File: src/rtl/spi_prog_loader.sv
// SPI slave (mode 0) that loads and reads back the Post machine program/tape
// memory. Pad-level SCK/MOSI/CS are synchronized into CLK. Every frame is
// turned into single-cycle memory writes or address-sequenced reads.
module spi_prog_loader #(
   parameter int ADDR_W = 4,
   parameter int DATA_W = 8
) (
   input  logic              CLK,
   input  logic              NRST,
   input  logic              MODE,
   input  logic              SPI_SCK,
   input  logic              SPI_MOSI,
   input  logic              SPI_CS,
   output logic              SPI_MISO,
   output logic [ADDR_W-1:0] MEM_ADDR,
   output logic [DATA_W-1:0] MEM_WDATA,
   output logic              MEM_WE,
   input  logic [DATA_W-1:0] MEM_RDATA,
   output logic              BUSY,
   output logic              ERR
);

   typedef enum logic [2:0] {
      S_IDLE,
      S_CMD,
      S_WDATA,
      S_RDATA,
      S_IGNORE
   } state_t;

   // synchronizer stages; *_dly_q is the extra copy used for edge detection
   logic sck_meta_q, sck_sync_q, sck_dly_q;
   logic mosi_meta_q, mosi_sync_q;
   logic cs_meta_q, cs_sync_q, cs_dly_q;

   state_t              state_q, state_d;
   logic [2:0]          bitcnt_q, bitcnt_d;
   logic [DATA_W-1:0]   shift_q, shift_d;
   logic [ADDR_W-1:0]   addr_q, addr_d;
   logic [DATA_W-1:0]   wdata_q, wdata_d;
   logic                we_q, we_d;
   logic [DATA_W-1:0]   tx_q, tx_d;
   logic                reload_q, reload_d;   // next SCK fall loads tx from memory
   logic                load_q, load_d;       // first cycle in RDATA: preload tx
   logic                err_q, err_d;

   logic                sck_rise, sck_fall, cs_fall, byte_done;
   logic [DATA_W-1:0]   rx_byte;
   logic [ADDR_W-1:0]   cmd_addr;

   assign sck_rise  = sck_sync_q & ~sck_dly_q;
   assign sck_fall  = ~sck_sync_q & sck_dly_q;
   assign cs_fall   = ~cs_sync_q & cs_dly_q;
   assign rx_byte   = {shift_q[DATA_W-2:0], mosi_sync_q};
   assign byte_done = sck_rise && (bitcnt_q == 3'd7);
   assign cmd_addr  = ADDR_W'(rx_byte[3:0]);

   // Two-flop synchronizers for the asynchronous SPI pads, plus delayed copies.
   // CS resets low so a CS held low across reset never looks like a new frame.
   always_ff @(posedge CLK or negedge NRST) begin
      if (!NRST) begin
         sck_meta_q  <= 1'b0;
         sck_sync_q  <= 1'b0;
         sck_dly_q   <= 1'b0;
         mosi_meta_q <= 1'b0;
         mosi_sync_q <= 1'b0;
         cs_meta_q   <= 1'b0;
         cs_sync_q   <= 1'b0;
         cs_dly_q    <= 1'b0;
      end else begin
         sck_meta_q  <= SPI_SCK;
         sck_sync_q  <= sck_meta_q;
         sck_dly_q   <= sck_sync_q;
         mosi_meta_q <= SPI_MOSI;
         mosi_sync_q <= mosi_meta_q;
         cs_meta_q   <= SPI_CS;
         cs_sync_q   <= cs_meta_q;
         cs_dly_q    <= cs_sync_q;
      end
   end

   // State and datapath registers.
   always_ff @(posedge CLK or negedge NRST) begin
      if (!NRST) begin
         state_q  <= S_IDLE;
         bitcnt_q <= '0;
         shift_q  <= '0;
         addr_q   <= '0;
         wdata_q  <= '0;
         we_q     <= 1'b0;
         tx_q     <= '0;
         reload_q <= 1'b0;
         load_q   <= 1'b0;
         err_q    <= 1'b0;
      end else begin
         state_q  <= state_d;
         bitcnt_q <= bitcnt_d;
         shift_q  <= shift_d;
         addr_q   <= addr_d;
         wdata_q  <= wdata_d;
         we_q     <= we_d;
         tx_q     <= tx_d;
         reload_q <= reload_d;
         load_q   <= load_d;
         err_q    <= err_d;
      end
   end

   // Frame decode: next state, byte assembly, address sequencing, tx shifter.
   always_comb begin
      state_d  = state_q;
      bitcnt_d = bitcnt_q;
      shift_d  = shift_q;
      addr_d   = addr_q;
      wdata_d  = wdata_q;
      we_d     = 1'b0;
      tx_d     = tx_q;
      reload_d = reload_q;
      load_d   = 1'b0;
      err_d    = err_q;

      // address advances the cycle after a write strobe that actually fired
      if (we_q && MODE) addr_d = addr_q + ADDR_W'(1);

      if (sck_rise && (state_q != S_IDLE)) begin
         shift_d  = rx_byte;
         bitcnt_d = bitcnt_q + 3'd1;
      end

      case (state_q)
         S_IDLE: begin
            if (cs_fall && MODE) begin
               state_d  = S_CMD;
               err_d    = 1'b0;
               bitcnt_d = '0;
               shift_d  = '0;
            end
         end
         S_CMD: begin
            if (byte_done) begin
               if (rx_byte[6:4] != 3'b000) begin
                  state_d = S_IGNORE;
                  err_d   = 1'b1;
               end else begin
                  addr_d = cmd_addr;
                  if (rx_byte[7]) begin
                     state_d = S_WDATA;
                  end else begin
                     // the fall that closes the command byte reloads rather
                     // than shifts, so bit 7 is on MISO for the first data rise
                     state_d  = S_RDATA;
                     load_d   = 1'b1;
                     reload_d = 1'b1;
                  end
               end
            end
         end
         S_WDATA: begin
            if (byte_done) begin
               wdata_d = rx_byte;
               we_d    = 1'b1;
            end
         end
         S_RDATA: begin
            if (load_q) tx_d = MEM_RDATA;
            if (sck_fall) begin
               if (reload_q) begin
                  tx_d     = MEM_RDATA;
                  reload_d = 1'b0;
               end else begin
                  tx_d = {tx_q[DATA_W-2:0], 1'b0};
               end
            end
            if (byte_done) begin
               addr_d   = addr_q + ADDR_W'(1);
               reload_d = 1'b1;
            end
         end
         S_IGNORE: ;
         default: state_d = S_IDLE;
      endcase

      // CS high or run mode aborts everything, including a write decided
      // in this same cycle; the partial byte is dropped
      if (!MODE || cs_sync_q) begin
         state_d  = S_IDLE;
         bitcnt_d = '0;
         shift_d  = '0;
         we_d     = 1'b0;
         reload_d = 1'b0;
         load_d   = 1'b0;
         tx_d     = '0;
      end
   end

   assign MEM_ADDR  = addr_q;
   assign MEM_WDATA = wdata_q;
   assign MEM_WE    = we_q & MODE;   // MODE drop kills a pending strobe at once
   assign SPI_MISO  = (state_q == S_RDATA) ? tx_q[DATA_W-1] : 1'b0;
   assign BUSY      = (state_q != S_IDLE);
   assign ERR       = err_q;

endmodule

File: config.mk
export PLATFORM = sky130hd
export DESIGN_NAME = spi_prog_loader
export DESIGN_NICKNAME = d
export VERILOG_FILES = /design/src/rtl/spi_prog_loader.sv
export SDC_FILE = /design/constraint.sdc
export NUM_CORES = 1
export LEC_CHECK = 0
export CORE_UTILIZATION = 45
export CTS_CLUSTER_DIAMETER = 120
export CTS_CLUSTER_SIZE = 10
export DETAILED_ROUTE_END_ITERATION = 8
export PLACE_DENSITY = 0.71
export SLEW_MARGIN = 40
export SYNTH_ARGS = -nofsm -noshare
export SYNTH_HDL_FRONTEND = slang
export SYNTH_SLANG_ARGS = --single-unit
File: constraint.sdc
create_clock -name CLK -period 1.7 [get_ports CLK]
set_clock_uncertainty 0.2 [all_clocks]
set_input_delay 0.17 -clock CLK [delete_from_list [all_inputs] [get_ports CLK]]
set_output_delay 0.17 -clock CLK [all_outputs]
set_load 0.05 [all_outputs]
==> metrics.yaml <==
timing:
  worst_slack_ps: -276
  relSlewSlack_pct: 76.6
  drv_slew: 0
  finalCritPeriodShare_pct: 116
  tightestPinTransition_ps: 349
  fmax_mhz: 506
  period_minus_slack_ps: 1980
  finalSetupViolCount: 14
  finalHoldViolations: 0
  timing.hold.ws_ps: 110
  rsz0062_at_grt: "yes"
global_route:
  grt_start_max_net_pins: 46
  antenna_found_initial: 0
  grt-ovfl-total: 0
  grt_usage_pct: 20.7
  grt_pass1_wl_um: 7610
  grt_pass1_vias: 1508
logic_synthesis:
  synth_warnings: 0
  yosysTopAreaCell: "dfrtp_1"
  synthMuxAreaShare_pct: 12.8
  synth-main-ff-cell: "dfrtp_1"
  seq_area_frac_synth_pct: 55.6
  avgSynthCellArea_um2: 11.6
  synth-simple-area-share_pct: 14.7
  ys_top_cells_by_area: "dfrtp_1 (56%), mux2i_1 (8.4%), nor2_1 (4.6%), mux2_2 (4.4%), a211oi_1 (2.6%)"
  synthCells: 174
  synth_edf_count: 0
  synthDistinctLibCells: 43
  synth_common_cells: "dfrtp_1 (45), nor2_1 (25), mux2i_1 (17)"
  synth_top_family_by_area: "simple AND/OR/NAND/NOR gates"
  yosysMostFrequentCell: "dfrtp_1"
  synth_seq_cells: 45
  synthAdderAreaFrac_pct: 1.85
  synth_compound_area_share_pct: 9.82
  syn-cell-area_um2: 2030
  synth.top_cell.area_share_pct: 55.6
  synthXorXnorAreaFrac_pct: 0.432
  syn-num-nets: 191
  synthArstFlopShare_pct: 100
finish:
  final_area_um2: 2860
  final_util_pct: 65.7
  layout-drive-gt1-share_pct: 37.2
  area_growth_pct: 41.3
  nets: 247
  n_antenna_cell: 0
placement:
  post-place-ws_ps: -116
  io_buffers: 29
  post-dp-hpwl_um: 3050
  place.gp.congestion: 0.888
  placed_cell_area_um2: 2470
setup_path:
  regToRegEndpoint: "MEM_ADDR[2]$_DFF_PN0_"
  worstRegToRegCells: 7
  r2r_start: "bitcnt_q[1]$_DFF_PN0_"
  rrSetupSlack_ps: -280
  cp_data_required_time_ps: 1730
  crit_type: "reg -> reg"
  worstSetupStartpointType: "register"
  path_max_fanout: 3
  critPathArrivalTime_ps: 2010
  cp-end-kind: "register"
routing:
  drt_iter0_markers: 119
  avgRoutedWirePerCell_um: 17.3
  drt_wl_total_um: 4910
  ant_nets: 0
  via_per_inst: 5.51
  num_vias: 1560
  drc: 0
  first_pass_iters: 4
clock_network:
  cts_tree: "yes"
  clock-sinks: 45
  cts.clk_slew.worst_paths_ps: 80
  cts_buffers: 5
  cts_max_path_buffers: 2
  clkLatencyLatePin_ps: 300
  root_buffer: "clkbuf_8"
  htree_levels: 2
die:
  dieArea_um2: 4770
  core.rowCount: 24
  die_h_um: 69.1
  core_um2: 4350
  floorplan.initialDensity_pct: 46.5
  die_x_um: 69.1
  io_pins: 30
hold_path:
  hold_class: "in -> reg"
  whs_endpoint: "mosi_meta_q$_DFF_PN0_"
  whs_path_depth: 1
  hp-start: "SPI_MOSI"
power_and_ir_drop:
  leakage_nw: 1.28
  pwr_density_cell_nw_per_um2: 725
  finalPower_w: 0.00208
  vdd_ir_drop_max_v: 0.000498
job:
  drv_cap: 0
outcome:
  status: "finished, violations left"
  violations: "negative setup slack"
[sequential cells by signal, summed over array words and instances (netlist names)]
| register | flops |
|---|---|
| MEM_WDATA | 8 |
| tx_q | 8 |
| shift_q | 7 |
| MEM_ADDR | 4 |
| bitcnt_q | 3 |
| state_q | 3 |
| ERR | 1 |
| cs_dly_q | 1 |
| cs_meta_q | 1 |
| cs_sync_q | 1 |
| load_q | 1 |
| mosi_meta_q | 1 |
| mosi_sync_q | 1 |
| reload_q | 1 |
| sck_dly_q | 1 |
| sck_meta_q | 1 |
| sck_sync_q | 1 |
| we_q | 1 |
[area by class of cell]
| type | count | area, um2 |
|---|---|---|
| Clock buffer | 7 | 86.3 |
| Clock inverter | 1 | 30.0 |
| Fill cell | 310 | 1490 |
| Inverter | 7 | 26.3 |
| Multi-Input combinational cell | 113 | 946 |
| Sequential cell | 45 | 1130 |
| Tap cell | 52 | 65.1 |
| Timing Repair Buffer | 58 | 582 |
[through the flow]
stage / setup TNS [ps] / cells
6_report: -1730 / 283
5_1_grt: -2590 / 283
4_1_cts: -1210 / 273
3_5_place_dp: -996 / 259
3_3_place_gp: -427 / 259
2_1_floorplan: -125 / 174
[timing repair]
| item | 4_1_cts | 5_1_grt |
|---|---|---|
| pin swaps | 4 | 10 |
| hold buffers | 1 | 0 |
| hold endpoints to repair | 45 | 0 |
| setup buffers | 5 | 11 |
| setup endpoints to repair | 16 | 34 |
| cloned | 0 | 1 |
| resized for setup | 9 | 31 |
[cells in the final DEF (no fill, tap or decap), types with 2 or more instances in the layout]
master           synthesis  final
nand2_1                  5      5
inv_2                    0      2
nor3_4                   0      2
o211ai_1                 2      2
clkbuf_8                 0      6
buf_12                   0      8
o21ai_0                  3      3
a211oi_2                 0      2
buf_4                    3     31
buf_6                    3      3
inv_1                    7      5
clkdlybuf4s50_1          0     12
nand3_1                  3      3
nor3_1                   6      3
nand2b_1                 2      2
buf_2                    1      2
nor2_4                   0      2
a211oi_1                 7      5
o31ai_2                  1      2
and3_4                   0      3
a21oi_1                  5      5
dfrtp_1                 45     44
mux2_4                   0      8
nor2_1                  25     23
mux2i_1                 17     16
[power by group]
group          internal, W  switching [W]  total, W
Sequential         0.00108      0.0000136   0.00110
Combinational    0.0000791      0.0000784  0.000158
Clock             0.000479       0.000343  0.000822
[how the worst max path moves through the flow]
stage                          startpoint                     to  slack [ps]  cells past startpoint
finish              bitcnt_q[1]$_DFF_PN0_  MEM_ADDR[2]$_DFF_PN0_        -280                      7
global route        bitcnt_q[0]$_DFF_PN0_  MEM_ADDR[2]$_DFF_PN0_        -290                      7
CTS                 bitcnt_q[0]$_DFF_PN0_  MEM_ADDR[3]$_DFF_PN0_        -120                      6
detailed placement  bitcnt_q[1]$_DFF_PN0_  MEM_ADDR[2]$_DFF_PN0_        -120                      6
global placement    bitcnt_q[1]$_DFF_PN0_  MEM_ADDR[2]$_DFF_PN0_         -60                      6
floorplan           bitcnt_q[0]$_DFF_PN0_  MEM_ADDR[2]$_DFF_PN0_         -60                      7
[critical path: stages, from the launching register on]
cell	delay [ps]
dfrtp_1	360
ha_2	200
ha_4	140
nand4b_1	170
o31ai_2	350
buf_4	180
and3_4	190
o32a_1	140
[cells by family after synthesis]
family / Yosys count
AO/OA/AOI/OAI: 27
multiplexers: 25
adder cells (fa/ha/maj): 3
buffers and inverters: 16
AND/OR/NAND/NOR: 57
XOR/XNOR: 1
flip-flops: 45
[routing by layer]
metal	global-route usage, %	vias up	wire length (um)
met3	5.41	6	185
met1	26.4	789	2120
met4	6.12	0	49
li1	-	727	-
met2	34.5	38	2550
met5	0	-	0
Note: power is estimated with default switching activity, not from simulation.
